[src/rtl/wb_decompressor_pkg.sv]
// Shared cw-link constants: header layout, cycle types, FSM states.
package wb_decompressor_pkg;

  localparam int CW_RW     = 16;
  localparam int CW_ADDR_W = 24;

  localparam logic [3:0] CYC_SINGLE = 4'b0000;
  localparam logic [3:0] CYC_BURST8 = 4'b0001;
  localparam logic [3:0] CYC_BURST4 = 4'b0010;

  localparam int HDR_ADR_HI  = 15;
  localparam int HDR_ADR_LO  = 8;
  localparam int HDR_TYPE_HI = 7;
  localparam int HDR_TYPE_LO = 4;
  localparam int HDR_WE      = 3;
  localparam int HDR_SEL_HI  = 2;
  localparam int HDR_SEL_LO  = 1;
  localparam int HDR_VALID   = 0;

  typedef enum logic [3:0] {
    IDLE    = 4'd0,
    HDR_ADR = 4'd1,
    HDR_ACK = 4'd2,
    W_CAP   = 4'd3,
    W_BUS   = 4'd4,
    W_RSP   = 4'd5,
    W_WREQ  = 4'd6,
    R_BUS   = 4'd7,
    R_RSP   = 4'd8,
    R_GAP   = 4'd9,
    DONE    = 4'd10
  } cw_state_e;

  function automatic logic cyc_ok(
    input logic [3:0] t
  );
    return (t == CYC_SINGLE) ||
           (t == CYC_BURST8) ||
           (t == CYC_BURST4);
  endfunction

  // index of the final beat; unknown types run as one beat
  function automatic logic [2:0] cyc_last(
    input logic [3:0] t
  );
    logic [2:0] l;
    l = 3'd0;
    unique case (1'b1)
      (t == CYC_BURST8): l = 3'd7;
      (t == CYC_BURST4): l = 3'd3;
      default:           l = 3'd0;
    endcase
    return l;
  endfunction

endpackage

[src/rtl/wb_decompressor_cw_beat_watchdog.sv]
// Beat watchdog: counts enabled cycles, expires at LIMIT.
module cw_beat_watchdog #(
  parameter int LIMIT = 255
) (
  input  logic i_clk,
  input  logic i_rst,
  input  logic clr,
  input  logic en,
  output logic expire
);
  localparam int CW = $clog2(LIMIT + 1);

  logic [CW-1:0] cnt;

  assign expire = en && (cnt == CW'(LIMIT - 1));

  always_ff @(posedge i_clk) begin
    if (i_rst || clr) begin
      cnt <= '0;
    end else if (en && !expire) begin
      cnt <= cnt + CW'(1);
    end
  end

endmodule

[src/rtl/wb_decompressor.sv]
// cw-link slave: replays compressed transfers as wishbone cycles.
// Optional beat timeout with CW_DECOMP_TIMEOUT_EN.
module wb_decompressor
  import wb_decompressor_pkg::*;
#(
  parameter int RW          = CW_RW,
  parameter int WB_ADDR_W   = CW_ADDR_W,
  parameter int TIMEOUT_CYC = 255
) (
  input  logic                 i_clk,
  input  logic                 i_rst,
  input  logic [RW-1:0]        cw_io_i,
  output logic [RW-1:0]        cw_io_o,
  input  logic                 cw_req,
  input  logic                 cw_dir,
  output logic                 cw_ack,
  output logic                 cw_err,
  output logic                 wb_cyc,
  output logic                 wb_stb,
  output logic                 wb_we,
  output logic [WB_ADDR_W-1:0] wb_adr,
  output logic [1:0]           wb_sel,
  output logic [RW-1:0]        wb_o_dat,
  input  logic [RW-1:0]        wb_i_dat,
  input  logic                 wb_ack,
  input  logic                 wb_err
);
  localparam int LO_W = 16;

  cw_state_e st, nxt;

  logic [WB_ADDR_W-1:0] adr_q;
  logic [2:0]           beat_q;
  logic [2:0]           last_q;
  logic [1:0]           sel_q;
  logic [RW-1:0]        wdat_q;
  logic [RW-1:0]        rdat_q;
  logic                 we_q;
  logic                 bad_q;
  logic                 err_q;

  logic hdr_hit;
  logic is_last;
  logic tmo;
  logic rsp;
  logic rsp_err;
  logic cyc_on;

  assign hdr_hit = cw_req && cw_io_i[HDR_VALID];
  assign is_last = (beat_q == last_q);

  // an invalid type completes its beat at once, as an error
  assign rsp     = bad_q || wb_ack || wb_err || tmo;
  assign rsp_err = bad_q || wb_err || (tmo && !wb_ack);

  always_ff @(posedge i_clk) begin
    if (i_rst) begin
      st <= IDLE;
    end else begin
      st <= nxt;
    end
  end

  always_comb begin
    nxt = st;
    unique case (st)
      IDLE:    if (hdr_hit) nxt = HDR_ADR;
      HDR_ADR: nxt = HDR_ACK;
      HDR_ACK: nxt = we_q ? W_CAP : R_BUS;
      W_CAP:   nxt = W_BUS;
      W_BUS:   if (rsp) nxt = W_RSP;
      W_RSP:   nxt = is_last ? DONE : W_WREQ;
      W_WREQ:  if (cw_req) nxt = W_BUS;
      R_BUS:   if (rsp) nxt = R_RSP;
      R_RSP:   nxt = is_last ? DONE : R_GAP;
      R_GAP:   nxt = R_BUS;
      DONE:    nxt = IDLE;
      default: nxt = IDLE;
    endcase
  end

  always_ff @(posedge i_clk) begin
    if (i_rst) begin
      adr_q  <= '0;
      beat_q <= '0;
      last_q <= '0;
      sel_q  <= '0;
      wdat_q <= '0;
      rdat_q <= '0;
      we_q   <= 1'b0;
      bad_q  <= 1'b0;
      err_q  <= 1'b0;
    end else begin
      unique case (st)
        IDLE: if (hdr_hit) begin
          adr_q[WB_ADDR_W-1:LO_W] <=
            cw_io_i[HDR_ADR_HI:HDR_ADR_LO];
          we_q   <= cw_io_i[HDR_WE];
          sel_q  <= cw_io_i[HDR_SEL_HI:HDR_SEL_LO];
          bad_q  <= !cyc_ok(
            cw_io_i[HDR_TYPE_HI:HDR_TYPE_LO]);
          last_q <= cyc_last(
            cw_io_i[HDR_TYPE_HI:HDR_TYPE_LO]);
          beat_q <= '0;
          err_q  <= 1'b0;
        end
        HDR_ADR: adr_q[LO_W-1:0] <= cw_io_i[LO_W-1:0];
        W_CAP:   wdat_q <= cw_io_i;
        W_WREQ:  if (cw_req) wdat_q <= cw_io_i;
        W_BUS:   if (rsp) err_q <= rsp_err;
        R_BUS: if (rsp) begin
          err_q  <= rsp_err;
          // abandoned or skipped beats read back as zero
          rdat_q <= (wb_ack || wb_err) ? wb_i_dat : '0;
        end
        W_RSP, R_RSP: if (!is_last) beat_q <= beat_q + 3'd1;
        default: ;
      endcase
    end
  end

  always_comb begin
    cyc_on = 1'b0;
    wb_stb = 1'b0;
    cw_ack = 1'b0;
    cw_err = 1'b0;
    unique case (st)
      W_CAP, W_WREQ, R_GAP: cyc_on = 1'b1;
      W_BUS, R_BUS: begin
        cyc_on = 1'b1;
        wb_stb = !bad_q;
      end
      W_RSP, R_RSP: begin
        cyc_on = !is_last;
        cw_ack = !err_q;
        cw_err = err_q;
      end
      HDR_ACK: cw_ack = 1'b1;
      default: ;
    endcase
  end

  assign wb_cyc   = cyc_on && !bad_q;
  assign wb_we    = wb_cyc && we_q;
  assign wb_sel   = wb_cyc ? sel_q : '0;
  assign wb_adr   = wb_cyc ? adr_q + WB_ADDR_W'(beat_q) : '0;
  assign wb_o_dat = wb_we ? wdat_q : '0;
  assign cw_io_o  = rdat_q;

`ifdef CW_DECOMP_TIMEOUT_EN
  cw_beat_watchdog #(
    .LIMIT(TIMEOUT_CYC)
  ) u_wdog (
    .i_clk (i_clk),
    .i_rst (i_rst),
    .clr   (!wb_stb),
    .en    (wb_stb),
    .expire(tmo)
  );
`else
  assign tmo = 1'b0;
`endif

  // pad direction is handled outside this block
  logic unused_ok;
  assign unused_ok = ^{cw_dir, 32'(TIMEOUT_CYC)};

endmodule

[config.mk]
export PLATFORM = sky130hd
export DESIGN_NAME = wb_decompressor
export DESIGN_NICKNAME = d
export VERILOG_FILES = /design/src/rtl/wb_decompressor_pkg.sv /design/src/rtl/wb_decompressor_cw_beat_watchdog.sv /design/src/rtl/wb_decompressor.sv
export SDC_FILE = /design/constraint.sdc
export NUM_CORES = 1
export LEC_CHECK = 0
export ABC_AREA = 1
export ABC_CLOCK_PERIOD_IN_PS = 2700
export CAP_MARGIN = 20
export CORE_MARGIN = 3
export CORE_UTILIZATION = 44
export CTS_CLUSTER_DIAMETER = 80
export DETAILED_ROUTE_END_ITERATION = 7
export PLACE_DENSITY = 0.81
export SYNTH_ARGS = -nofsm -noshare
export SYNTH_HDL_FRONTEND = slang
export SYNTH_SLANG_ARGS = --single-unit
[constraint.sdc]
create_clock -name i_clk -period 2.7 [get_ports i_clk]
set_input_delay 0.81 -clock i_clk [delete_from_list [all_inputs] [get_ports i_clk]]
set_output_delay 0.81 -clock i_clk [all_outputs]
set_load 0.005 [all_outputs]
Yosys cells after proc, flatten, opt, wreduce, memory -nomap -nowiden:

Index checks and enable logic that the tools add are counted.

* logic and storage cells: 83
* register bits: 71
* RAM bits: 0
* bits in read-only memories: 0
* input port bits: 38
* output and inout bits: 63
* memories kept: 0
* latch bits: 0

* reduce and logical (&&, ||, !) cells: 27
* bitwise gates (word level): 0
* $lt $le $gt $ge: 0
* $add $sub $neg: 2
* $mul: 0
* shift-type cells: 0
* divide/modulo/power cells: 0
* multiplexer cells: 25
* equality and inequality tests: 18

Operators with widths (count)
* $mux 16: 3
* $pmux 4 s10: 1
* $pmux 16 s2: 1
* $add 24x3->24: 1
* $mux 24: 1
* $mux 4: 5
* $eq 4x3->1 const B: 4
* $eq 4x2->1 const B: 3
* $pmux 3 s2: 2
* $ne 2x2->1 const B: 5
* $mux 3: 3
* $eq 4x1->1 const B: 2
* $eq 4x4->1 const B: 2
* $logic_not 4->1: 2
* $logic_or 1x1->1: 6
* $pmux 1 s2: 3
* $reduce_and 2->1: 3
* $reduce_and 3->1: 2
* $reduce_bool 2->1: 3
* $reduce_or 5->1: 1
* $logic_not 1->1: 4
* $mux 1: 4
* $mux 2: 2
* $reduce_and 4->1: 1
* other kinds (5): 8

Depth between registers and ports, before layout:

* word-level depth: 6
* depth in mapped cells: 10
* gate-level depth less buffers: 10

Least setup slack after synthesis:

Ideal clock, no wire load.

* kind: reg-to-output
* start: reg beat_q[0]
* end: out wb_adr[16]
* arrival time: 1880 ps
* slack: 10 ps
* data required time: 1890 ps
* path buffers: 0
* stages on the path, launching flop included: 11
* path through: dfxtp_1 ha_1 inv_1 fa_1 inv_1 nand2_1 a21oi_1 nand2_1 nor2_1 xor2_1 nor2_1

* word-level cells in the longest chain between the ends: 5

Ends and longest elaborated chain
* from (decl): RTL line wb_decompressor.sv:33 `logic [2:0] beat_q;`
* from (signal assigned): RTL line wb_decompressor.sv:116 `W_RSP, R_RSP: if (!is_last) beat_q <= beat_q + 3'd1;`
* branches (longest 4 deep; another with $add 24x3->24)
* $mux 24 (*): RTL line wb_decompressor.sv:146 `assign wb_adr = wb_cyc ? adr_q + WB_ADDR_W'(beat_q) : '0;`
* to (decl): RTL line wb_decompressor.sv:21 `output logic [WB_ADDR_W-1:0] wb_adr,`

Mark *: on every way between the ends.

Worst setup path in the final report:

* start: reg adr_q[0]
* end: out wb_adr[12]

* word-level cells in the longest chain between the ends: 2

Ends and longest elaborated chain
* from (decl): RTL line wb_decompressor.sv:32 `logic [WB_ADDR_W-1:0] adr_q;`
* from (signal, indexed assignment): RTL line wb_decompressor.sv:96 `adr_q[WB_ADDR_W-1:LO_W] <=`
* from (signal, indexed assignment): RTL line wb_decompressor.sv:107 `HDR_ADR: adr_q[LO_W-1:0] <= cw_io_i[LO_W-1:0];`
* $add 24x3->24: RTL line wb_decompressor.sv:146
* $mux 24: RTL line wb_decompressor.sv:146

No other way between the ends.

==> metrics.md <==
| Metric | Value |
|---|---|
| Yosys warns | `0` |
| Initial Utilization | `46.4%` |
| Std-Cell Rows | `33` |
| Max Freq | `0.337 GHz` |
| Initial drt markers | `298` |
| Final core utilization | `71.6%` |
| Layout Nets | `776` |
| Synth top area cells | `dfxtp_1 (36%), nor2_1 (11%), nand2_1 (9.0%), o21ai_0 (8.4%), inv_1 (5.8%)` |
| Total power | `4.20 mW` |
| Top cell type's share of synthesized area | `36.1%` |
| Clock tree buffer depth | `2` |
| Global-route wire length before repair | `20.1 mm` |
| Leak | `2.51 nW` |
| DRC errors left | `0` |
| DR pass1 iterations | `7` |
| Hold Buf Count CTS | `0` |
| Antenna violations before repair | `0` |
| Post-synthesis sequential area ratio | `36.1%` |
| Mapped Avg Cell Area | `6.81 sq um` |
| Detail Route Antenna Nets | `0` |
| Horiz. Die Dim | `100 um` |
| DP HPWL | `8.38 mm` |
| Root Driver | `clkbuf_8` |
| Slew Limit Fails | `0` |
| Max-cap violations | `0` |
| #FFs+latches synth | `70` |
| Port Buffer Count | `99` |
| Antenna diodes | `0` |
| Area Growth Syn to Fin | `54.3%` |
| CTS tree | `built` |
| Layout cell share with drive strength beyond 1 | `28.0%` |
| Tightest Pin Transition | `721 ps` |
| Total GRT Usage | `25.0%` |
| Finished Layout Cells | `843` |
| Place WS | `-366 ps` |
| Distinct cells, synth | `34` |
| Critical Path Sink Type | `primary output` |
| I/O pin cnt | `101` |
| Clock skew | `6.44 ps` |
| Setup violators final | `39` |
| Total CTS buffers | `9` |
| Pwr/cell area | `700 nW/um^2` |
| Violated checks | `negative setup slack` |
| Die Ht | `100 um` |
| Period utilisation layout | `110%` |
| Total Wirelength | `13.2 mm` |
| Maximum vdd drop | `0.539 mV` |
| Post-DR vias/cell | `5.32` |
| Synth area leader | `dfxtp_1` |
| RSZ-0062 raised after global routing | `true` |
| GR Overflow Total | `0` |
| Netlist Area Pre-Place | `3890 sq um` |
| Clock-pin transition on the worst setup and hold timing paths | `80 ps` |
| Core footprint | `8380 sq um` |
| Required time of the critical path | `1890 ps` |
| Synthesized net count | `614` |
| Hold Vio Cnt, Final | `0` |
| Vias in the first global route | `4273` |
| Clk sinks | `70` |
| Post-DR wirelength/cell | `15.7 um` |
| Dpl cells | `794` |
| Slew Limit Headroom | `51.9%` |
| Critical path class | `reg -> out` |
| CTS H-tree depth | `3` |
| Min Tclk post-route | `2970 ps` |
| Gate Count Post-Synth | `571` |
| Worst Path Max Fanout | `3` |
| Hold crit path type | `reg -> reg` |
| Critical Path Start Type | `flop` |
| Clock Latency Late Sink | `350 ps` |
| Vias after detailed routing | `4482` |
| Critical path data arrival time | `2160 ps` |
| Largest net degree at the start of global routing | `46` |
| Routability cong. | `0.928` |
| Status | `complete, but fails checks` |
| Hold_ws | `455 ps` |
| Setup ws final | `-267 ps` |
| Die area | `10000 sq um` |
flip-flops by register name, summed over array words and instances, names as in the netlist:
name	cells
cw_io_o	16
beat_q	3
last_q	2
st	4
we_q	1
wdat_q	16
err_q	1
adr_q	24
sel_q	2
bad_q	1
metrics by stage:
step	cell area (sq um)	setup TNS (ps)
after floorplan	3890	0
after global placement	5210	-3020
after detailed placement	5210	-3580
after CTS	5720	-2760
after global routing	6000	-7890
final	6000	-3820
cell type report:
class,instances,area [sq um]
Clock buffer,13,169
Timing Repair Buffer,173,1560
Tap cell,105,131
Sequential cell,70,1430
Inverter,63,241
Fill cell,647,2380
Multi-Input combinational cell,416,2450
Clock inverter,3,17.5
synthesized netlist by cell type, drive strengths merged:
| master | count |
|---|---|
| nor2 | 129 |
| nand2 | 97 |
| dfxtp | 70 |
| o21ai | 66 |
| inv | 63 |
| a21oi | 43 |
| nand3 | 26 |
| a211oi | 16 |
| clkbuf | 13 |
| buf | 10 |
| xor2 | 10 |
| xnor2 | 7 |
| nand4 | 5 |
| ha | 4 |
| nand3b | 4 |
| nor3 | 3 |
| o21bai | 2 |
| a31oi | 1 |
| fa | 1 |
| or2 | 1 |
what timing repair did:
item                       CTS  global route
cloned                       3             0
pin swaps                   22            29
resized for setup          180            72
buffers inserted            16            15
setup endpoints to repair   47            46
path summary, 6_finish.rpt:
| check | from | to | slack, ps | cells after the start |
|---|---|---|---|---|
| setup / recovery | adr_q[0] | wb_adr[12] | -270 | 12 |
| hold reg to reg | sel_q[1] | sel_q[1] | 450 | 2 |
| hold / removal | sel_q[1] | sel_q[1] | 450 | 2 |
| setup reg to reg | st[3] | adr_q[3] | 860 | 8 |
cell usage in the layout, fill, tap and decap left out, types with 3 or more instances in the layout:
master            n
nor2_1           95
nand2_1          76
o21ai_0          64
dfxtp_1          61
inv_1            56
clkdlybuf4s50_1  53
buf_4            50
a21oi_1          42
nor2_4           24
buf_2            22
nand3_1          20
buf_6            19
clkdlybuf4s15_1  15
a211oi_1         14
nand2_2          12
clkbuf_8         12
nor2_2           10
xor2_1            9
nand2_4           8
dlygate4sd2_1     6
inv_2             5
nand4_1           5
dfxtp_4           5
nand3_2           4
xnor2_2           4
nand3b_1          4
dfxtp_2           4
xnor2_1           3
ha_4              3
power breakdown:
group	switching [mW]	internal, mW
combinational	1.06	0.823
clock	0.392	0.406
sequential	0.237	1.28
logic make-up after synthesis:
logic type | Yosys count | synth area share, %
AND/OR/NAND/NOR | 265 | 31.0
AO/OA/AOI/OAI | 128 | 17.9
buffers and inverters | 86 | 9.34
flip-flops | 70 | 36.1
XOR/XNOR | 17 | 3.83
adder cells (fa/ha/maj) | 5 | 1.80
metal layers:
layer / track usage (%) / wire (um)
met3: 5.63 / 981
met4: 12.1 / 667
met5: 0 / 0
met2: 45.0 / 6670
met1: 27.8 / 4890
critical path, stage by stage, from the launching register on:
cell and delay (ps):
dfxtp_2 370, ha_4 160, inv_4 40, fa_2 340
inv_2 70, nand2_1 40, a21oi_1 110, buf_4 160
buf_6 100, nand3_2 50, xor2_1 160, nor2_1 90
buf_2 120
No activity file was read; power rests on OpenSTA's default activity.
